`config.mk`:
```
export PLATFORM = sky130hd
export DESIGN_NAME = pipe_hazard_ctrl
export DESIGN_NICKNAME = d
export VERILOG_FILES = /design/src/rtl/pipe_hazard_ctrl.sv
export SDC_FILE = /design/constraint.sdc
export NUM_CORES = 1
export LEC_CHECK = 0
export BUFFER_PORTS_ARGS = -buffer_cell sky130_fd_sc_hd__buf_2
export CAP_MARGIN = 20
export CORE_UTILIZATION = 26
export CTS_BUF_LIST = sky130_fd_sc_hd__clkbuf_8
export CTS_CLUSTER_DIAMETER = 120
export DETAILED_ROUTE_END_ITERATION = 8
export SYNTH_ARGS = -nofsm -noshare
export SYNTH_HDL_FRONTEND = slang
export SYNTH_SLANG_ARGS = --single-unit
```
`constraint.sdc`:
```
create_clock -name clk -period 3.6 [get_ports clk]
set_input_delay 0.36 -clock clk [delete_from_list [all_inputs] [get_ports clk]]
set_output_delay 0.36 -clock clk [all_outputs]
set_load 0.005 [all_outputs]
```
`src/rtl/pipe_hazard_ctrl.sv`:
```
// pipe_hazard_ctrl: hazard and stall sequencer for the 5-stage MIPS pipeline.
//
// Purpose: drives the pipeline-register enables/flushes for load-use
// interlocks, taken branches (resolved in EX), jumps (decoded in ID) and
// multi-cycle data-memory waits. It also produces the EX-stage forwarding
// selects, a saturating stall-cycle counter and a sticky memory-timeout flag.
//
// Ports:
//   clk, rst_n               clock (rising edge), async active-low reset
//   id_rs, id_rt, id_uses_rt ID-stage source fields and rt-read flag
//   id_jmp                   ID instruction is j
//   ex_rs, ex_rt             EX-stage source fields (ex_rt = lw destination)
//   ex_mem_read              EX instruction is lw
//   ex_branch_taken          EX beq/bne resolved taken
//   mem_regwrite, mem_dst    MEM-stage writeback info
//   wb_regwrite, wb_dst      WB-stage writeback info
//   mem_req, mem_ready       data-memory handshake in MEM
//   pc_en, ifid_en, idex_en, exmem_en   pipeline enables
//   ifid_flush, idex_flush   load NOP / bubble into IF/ID, ID/EX
//   fwd_a, fwd_b             operand selects: 00 regfile, 10 MEM, 01 WB
//   mem_err                  sticky memory-timeout flag
//   stall_cycles             saturating count of cycles with pc_en=0
module pipe_hazard_ctrl #(
    parameter int unsigned MEM_TIMEOUT = 64,
    parameter int unsigned CNT_W       = 16
) (
    input  logic             clk,
    input  logic             rst_n,
    input  logic [4:0]       id_rs,
    input  logic [4:0]       id_rt,
    input  logic             id_uses_rt,
    input  logic             id_jmp,
    input  logic [4:0]       ex_rs,
    input  logic [4:0]       ex_rt,
    input  logic             ex_mem_read,
    input  logic             ex_branch_taken,
    input  logic             mem_regwrite,
    input  logic [4:0]       mem_dst,
    input  logic             wb_regwrite,
    input  logic [4:0]       wb_dst,
    input  logic             mem_req,
    input  logic             mem_ready,
    output logic             pc_en,
    output logic             ifid_en,
    output logic             ifid_flush,
    output logic             idex_en,
    output logic             idex_flush,
    output logic             exmem_en,
    output logic [1:0]       fwd_a,
    output logic [1:0]       fwd_b,
    output logic             mem_err,
    output logic [CNT_W-1:0] stall_cycles
);

    localparam int unsigned WAIT_W = $clog2(MEM_TIMEOUT + 1);
    localparam logic [WAIT_W-1:0] WAIT_MAX = WAIT_W'(MEM_TIMEOUT);

    typedef enum logic {RUN, MEM_WAIT} state_t;

    state_t            state, state_next;
    logic [WAIT_W-1:0] wait_cnt, wait_next;
    logic              err_set;
    logic              run_eval;
    logic              load_use;
    logic              mem_stall;

    // Forwarding: $0 is never a source; MEM result beats WB result.
    always_comb begin
        fwd_a = 2'b00;
        fwd_b = 2'b00;
        if (rst_n) begin
            if (mem_regwrite && mem_dst != 5'd0 && mem_dst == ex_rs)
                fwd_a = 2'b10;
            else if (wb_regwrite && wb_dst != 5'd0 && wb_dst == ex_rs)
                fwd_a = 2'b01;
            if (mem_regwrite && mem_dst != 5'd0 && mem_dst == ex_rt)
                fwd_b = 2'b10;
            else if (wb_regwrite && wb_dst != 5'd0 && wb_dst == ex_rt)
                fwd_b = 2'b01;
        end
    end

    assign load_use  = ex_mem_read && ex_rt != 5'd0 &&
                       (ex_rt == id_rs || (id_uses_rt && ex_rt == id_rt));
    assign mem_stall = mem_req && !mem_ready;

    always_comb begin
        pc_en      = 1'b0;
        ifid_en    = 1'b0;
        ifid_flush = 1'b0;
        idex_en    = 1'b0;
        idex_flush = 1'b0;
        exmem_en   = 1'b0;
        state_next = state;
        wait_next  = wait_cnt;
        run_eval   = 1'b0;
        err_set    = 1'b0;

        if (!rst_n) begin
            ifid_flush = 1'b1;
            idex_flush = 1'b1;
        end else begin
            case (state)
                RUN: begin
                    if (mem_stall) begin
                        state_next = MEM_WAIT;
                        wait_next  = WAIT_W'(1);
                    end else begin
                        run_eval = 1'b1;
                    end
                end
                MEM_WAIT: begin
                    if (mem_ready) begin
                        state_next = RUN;
                        wait_next  = '0;
                        run_eval   = 1'b1;
                    end else if (wait_cnt != WAIT_MAX) begin
                        wait_next = wait_cnt + WAIT_W'(1);
                    end
                end
                default: state_next = RUN;
            endcase

            // Timeout is flagged on the edge where the count arrives at the
            // limit, so mem_err and the saturated count appear together.
            err_set = (state_next == MEM_WAIT) && (wait_next == WAIT_MAX);

            // A taken branch squashes the ID instruction, so a load-use or
            // jump seen there at the same time is irrelevant.
            if (run_eval) begin
                if (ex_branch_taken) begin
                    pc_en      = 1'b1;
                    ifid_en    = 1'b1;
                    ifid_flush = 1'b1;
                    idex_en    = 1'b1;
                    idex_flush = 1'b1;
                    exmem_en   = 1'b1;
                end else if (load_use) begin
                    idex_en    = 1'b1;
                    idex_flush = 1'b1;
                    exmem_en   = 1'b1;
                end else if (id_jmp) begin
                    pc_en      = 1'b1;
                    ifid_en    = 1'b1;
                    ifid_flush = 1'b1;
                    idex_en    = 1'b1;
                    exmem_en   = 1'b1;
                end else begin
                    pc_en    = 1'b1;
                    ifid_en  = 1'b1;
                    idex_en  = 1'b1;
                    exmem_en = 1'b1;
                end
            end
        end
    end

    always_ff @(posedge clk or negedge rst_n) begin
        if (!rst_n) begin
            state        <= RUN;
            wait_cnt     <= '0;
            mem_err      <= 1'b0;
            stall_cycles <= '0;
        end else begin
            state    <= state_next;
            wait_cnt <= wait_next;
            if (err_set)
                mem_err <= 1'b1;
            if (!pc_en && stall_cycles != '1)
                stall_cycles <= stall_cycles + CNT_W'(1);
        end
    end

endmodule

```
==> reports/metrics.yaml, run 1 <==
crit_fanout: 3
synth.area.top_cells: "dfrtp_1, xor2_1, xnor2_1"
fin_util_pct: 33.3
status: "finished, final reports clean"
worstSetupPathType: "input pin to primary output"
dieWidth_um: 85.8
ys_ff_latch: 25
async_flop_share_pct: 100
rows: 30
dr.pass1.iters: 4
die_h_um: 85.8
syn_nets: 246
hold_path_class: "input pin to asynchronous set/reset pin"
maxSlewHeadroom_pct: 69.6
ys_seq_area_share_pct: 34.3
period_share_pct: 60.1
cts_setup_buffers: 0
final_common_cell: "buf_2"
detail-route-antenna-nets: 0
ir_worst_vdd_v: 0.000255
use_met3_pct: 2.79
syn2layout_area_growth_pct: 23.8
ctsHoldBuffers: 0
cap_violations: 0
fin_area_sq_um: 2260
drtIter0Drc: 79
antenna_found_initial: 0
port_buffers: 66
synth-edff-count: 0
cts_tree: "done"
multiInputGateArea_sq_um: 1120
fillerInstances: 712
cts_max_path_buffers: 2
htree_levels: 1
gp_congestion: 0.830
crit_path_end_kind: "primary output"
worst_pin_slew_ns: 0.457
vias: 1661
slew_violations: 0
routed_wl_mm: 4.39
syn_inst: 203
dp_slack_ns: 1.19
cts_sinks: 25
cts_resized: 0
overflow: 0
grt.total_usage_pct: 12.5
seq_area_sq_um: 626
pwr_density_cell_nw_per_um2: 391
met1_usage_pct: 15.9
worstPathRequired_ns: 3.24
hold_slack_ns: 0.135
final_cell_mix: "buf_2, dfrtp_1, xor2_1"
synth_warnings: 0
grt_max_degree: 43
finalWorstSetupSlack_ns: 1.44
drcViolationCount: 0
hold_viol: 0
period_needed_ns: 2.16
final_layout_size_suffix_gt1_share_pct: 29.5
placed_area_sq_um: 2210
grt_pass1_wl_mm: 7.45
skew_ns: 0.00465
clk_latency_ns: 0.28
via_per_inst: 4.65
setup_viol: 0
syn-cell-area_sq_um: 1830
netlist.area_leader.share_pct: 34.3
yosys.area.top_type: "dfrtp_1"
synth_ff_type: "dfrtp_1"
rsz0062_at_grt: "false"
fin_nets: 305
antenna_cells: 0
dp_hpwl_mm: 3.45
global_route.peak_usage_layer: "met2"
grtUsageMet2_pct: 21.5
synth_area_per_cell_sq_um: 8.99
leakage_uw: 0.00103
arrival_ns: 1.80
setup_tns_ns: 0
core_sq_um: 6790
fmax_mhz: 462
wl_per_cell_um: 12.3
clockRootBuffer: "clkbuf_8"
synthDistinctLibCells: 42
cts_buffers: 3
io_pins: 67
grt_pass1_vias: 1592
die_area_sq_um: 7360
initial_core_util_pct: 26.9
worstRegToRegCells: 6
clkTransAtPathRegs_ns: 0.09
start_kind: "input pin"
-- per-layer routing --
metal | share of wire [%] | vias up
li1 | - | 829
met1 | 49 | 785
met2 | 46 | 42
met3 | 4.6 | 5
met4 | 0.71 | 0
met5 | 0 | -
-- critical path, cell delays in order --
cell     delay [ns]
buf_2          0.12
or4_1          0.50
o21ai_0        0.25
nor4_1         0.12
nor4_1         0.28
buf_2          0.17
-- area by class of cell --
class                           count  share of cell area (%)
Clock inverter                      1                   0.332
Tap cell                           96                    5.32
Multi-Input combinational cell    163                    49.6
Sequential cell                    25                    27.7
Timing Repair Buffer               67                    15.0
Inverter                            2                   0.332
Clock buffer                        3                    1.83
-- logic make-up after synthesis --
group	after synthesis	synth area share (%)
and+or+nand+nor	80	23.9
xor gates and xnor gates	44	21.1
buffers and inverters	15	4.39
AOI/OAI and AO/OA	33	12.5
muxes	3	1.78
adders and majority gates	3	2.06
DFF	25	34.3
-- synthesized netlist by cell type, drive strengths merged (2+ instances only) --
| master | number |
|---|---|
| dfrtp | 25 |
| xor2 | 24 |
| xnor2 | 20 |
| nand2 | 16 |
| nand3 | 13 |
| o21ai | 11 |
| nor2 | 10 |
| clkbuf | 8 |
| and3 | 7 |
| nand4 | 7 |
| and2 | 6 |
| a21oi | 5 |
| buf | 5 |
| nor4 | 5 |
| or4 | 5 |
| a22o | 3 |
| ha | 3 |
| nor2b | 3 |
| o31ai | 3 |
| a22oi | 2 |
| a31oi | 2 |
| inv | 2 |
| mux2 | 2 |
| nand2b | 2 |
| or2 | 2 |
-- worst paths after layout --
path / slack, ns / startpoint / end
max in group asynchronous: 3.14 / rst_n / wait_cnt[6]
worst min register to register: 0.48 / mem_err / mem_err
worst min-delay path: 0.13 / rst_n / wait_cnt[0]
worst max-delay path: 1.44 / mem_dst[1] / fwd_b[0]
worst max register to register: 1.47 / stall_cycles[7] / stall_cycles[1]
min in group clk: 0.33 / mem_ready / wait_cnt[0]
-- power breakdown --
group	switching, uW	leakage (uW)	internal (uW)	total (uW)
clock network	101	0.0000217	78.8	179
logic	142	0.000681	151	293
registers	74.6	0.000325	337	412
-- registers in the layout, summed over array words and instances, names as in the netlist --
name / cells
mem_err: 1
stall_cycles: 16
wait_cnt: 7
state: 1
-- through the flow --
stage	total power [uW]	instances
2_1_floorplan	593	203
3_3_place_gp	708	353
3_5_place_dp	715	353
4_1_cts	899	357
5_1_grt	955	357
6_report	884	357
(Power assumes the default switching activity.)
==> inputs of run 2 (changes only) <==
Clock period 3.6 ns to 2.05 ns, I/O delays scaled along.
==> run 2 against run 1 <==
- flip-flop and latch count did not move
- die area did not move
- register-to-register slack got worse by 1.3 ns
- combinational power rose by 100%
- critical path depth rose by 2
- utilization rose by 1.8 points
- critical endpoint is now stall_cycles[5]
- largest cell class unchanged
- highest routed layer unchanged
==> reports/metrics.yaml, run 2 (synthesis gave the netlist of run 1 again) <==
crit_cells: 8
fillerInstances: 724
die_h_um: 85.8
max_stage_delay_ns: 0.39
r2r_setup_slack_ns: 0.14
seq_area_sq_um: 626
clk_latency_ns: 0.28
pwr_density_cell_nw_per_um2: 681
htree_levels: 1
period_needed_ns: 1.91
detail-route-antenna-nets: 0
setup_viol: 0
overflow: 0
final_cell_mix: "buf_2, dfrtp_1, xor2_1"
hold_path_class: "input pin to asynchronous set/reset pin"
port_buffers: 66
fmax_mhz: 522
vias: 1733
finalWorstSetupSlack_ns: 0.135
crit_start: "stall_cycles[8]"
clkTransAtPathRegs_ns: 0.10
grt.total_usage_pct: 12.8
multiInputGateArea_sq_um: 1120
antenna_cells: 0
fin_area_sq_um: 2380
period_share_pct: 93.4
via_per_inst: 4.67
grt_max_degree: 43
dieWidth_um: 85.8
cts_tree: "done"
largest-register: "stall_cycles"
fin_util_pct: 35.0
cts_buffers: 3
antenna_found_initial: 0
fin_nets: 319
start_kind: "flop"
syn2layout_area_growth_pct: 30.4
cp_slowest_cell: "dfrtp_1"
cts_setup_buffers: 0
dr.pass1.iters: 4
global_route.peak_usage_layer: "met2"
ir_worst_vdd_v: 0.000354
worstRegToRegCells: 8
arrival_ns: 2.09
initial_core_util_pct: 26.9
grtUsageMet2_pct: 21.8
crit_end: "stall_cycles[5]"
cts_sinks: 25
drcViolationCount: 0
final_common_cell: "buf_2"
grt_pass1_wl_mm: 7.60
reg2reg_to: "stall_cycles[5]"
cp_top_family: "simple AND/OR/NAND/NOR gates"
clockRootBuffer: "clkbuf_8"
routed_wl_mm: 4.56
rsz0062_at_grt: "false"
met1_usage_pct: 16.6
status: "finished, final reports clean"
worstSetupPathType: "flop to flop"
crit_path_end_kind: "flop"
use_met3_pct: 2.60
placed_area_sq_um: 2320
leakage_uw: 0.00111
setup_tns_ns: 0
final_layout_size_suffix_gt1_share_pct: 32.7
critPathBufInv: 1
die_area_sq_um: 7360
drtIter0Drc: 65
slew_violations: 0
io_pins: 67
cts_max_path_buffers: 2
grt_pass1_vias: 1684
top_regs: "stall_cycles: 16 flops, wait_cnt: 7 flops"
gp_congestion: 0.805
core_sq_um: 6790
hold_viol: 0
dp_slack_ns: 0.0289
worst_pin_slew_ns: 0.465
critical_path.cell_chain: "and3_1, and2_1, and3_1, and3_1, a31oi_4, buf_6, nand4_1, xnor2_1"
maxSlewHeadroom_pct: 69.0
largest_reg_flops: 16
worstPathRequired_ns: 2.23
reg2reg_from: "stall_cycles[8]"
wl_per_cell_um: 12.3
dp_hpwl_mm: 3.58
crit_fanout: 6
skew_ns: 0.00901
rows: 30
cap_violations: 0
critPathMostFrequentCell: "and3_1"
==> run 2: metal layers <==
| metal | part of all wire [%] | routed length (um) | vias up |
|---|---|---|---|
| met4 | 0.92 | 42 | 0 |
| met1 | 48 | 2190 | 821 |
| met5 | 0 | 0 | - |
| met2 | 47 | 2120 | 47 |
| met3 | 4.6 | 209 | 6 |
| li1 | - | - | 859 |
==> run 2: worst reg2reg max path, cell delays in order (launching register included) <==
cell     delay [ns]
dfrtp_1        0.39
and3_1         0.20
and2_1         0.18
and3_1         0.21
and3_1         0.22
a31oi_4        0.20
buf_6          0.15
nand4_1        0.11
xnor2_1        0.15
==> run 2: what timing repair did <==
action / in CTS / in global routing
hold endpoints to repair: 25 / 0
endpoints found under the setup margin: 0 / 9
hold buffers: 1 / 0
gates resized for setup: 0 / 3
==> run 2: where the power goes <==
part           switching [uW]  internal, uW
clock network             185           143
logic                     286           309
registers                 105           592
==> run 2: cell type report <==
type	instances	area share (%)
clock buffers	3	1.73
well taps	96	5.04
repair buffers	81	19.2
multi-input cells	163	47.0
flip-flops and latches	25	26.3
inverters	2	0.315
clock inverters	1	0.368
==> run 2: stage by stage <==
step / power [uW] / instances / hold WS (ns)
after CTS: 1640 / 372 / 0.191
after floorplan: 1040 / 203 / -0.0906
after detailed placement: 1310 / 367 / 0.302
after global routing: 1740 / 371 / 0.158
after global placement: 1300 / 367 / 0.305
final: 1620 / 371 / 0.118
==> run 2: how the worst min path moves through the flow <==
stage / startpoint / to / slack, ns / depth (start not counted)
global placement: rst_n / wait_cnt[0] / 0.31 / 2
CTS: mem_ready / wait_cnt[0] / 0.19 / 2
finish: rst_n / stall_cycles[13] / 0.12 / 2
floorplan: rst_n / mem_err / -0.09 / 0
detailed placement: rst_n / state / 0.30 / 2
global route: rst_n / stall_cycles[13] / 0.16 / 2
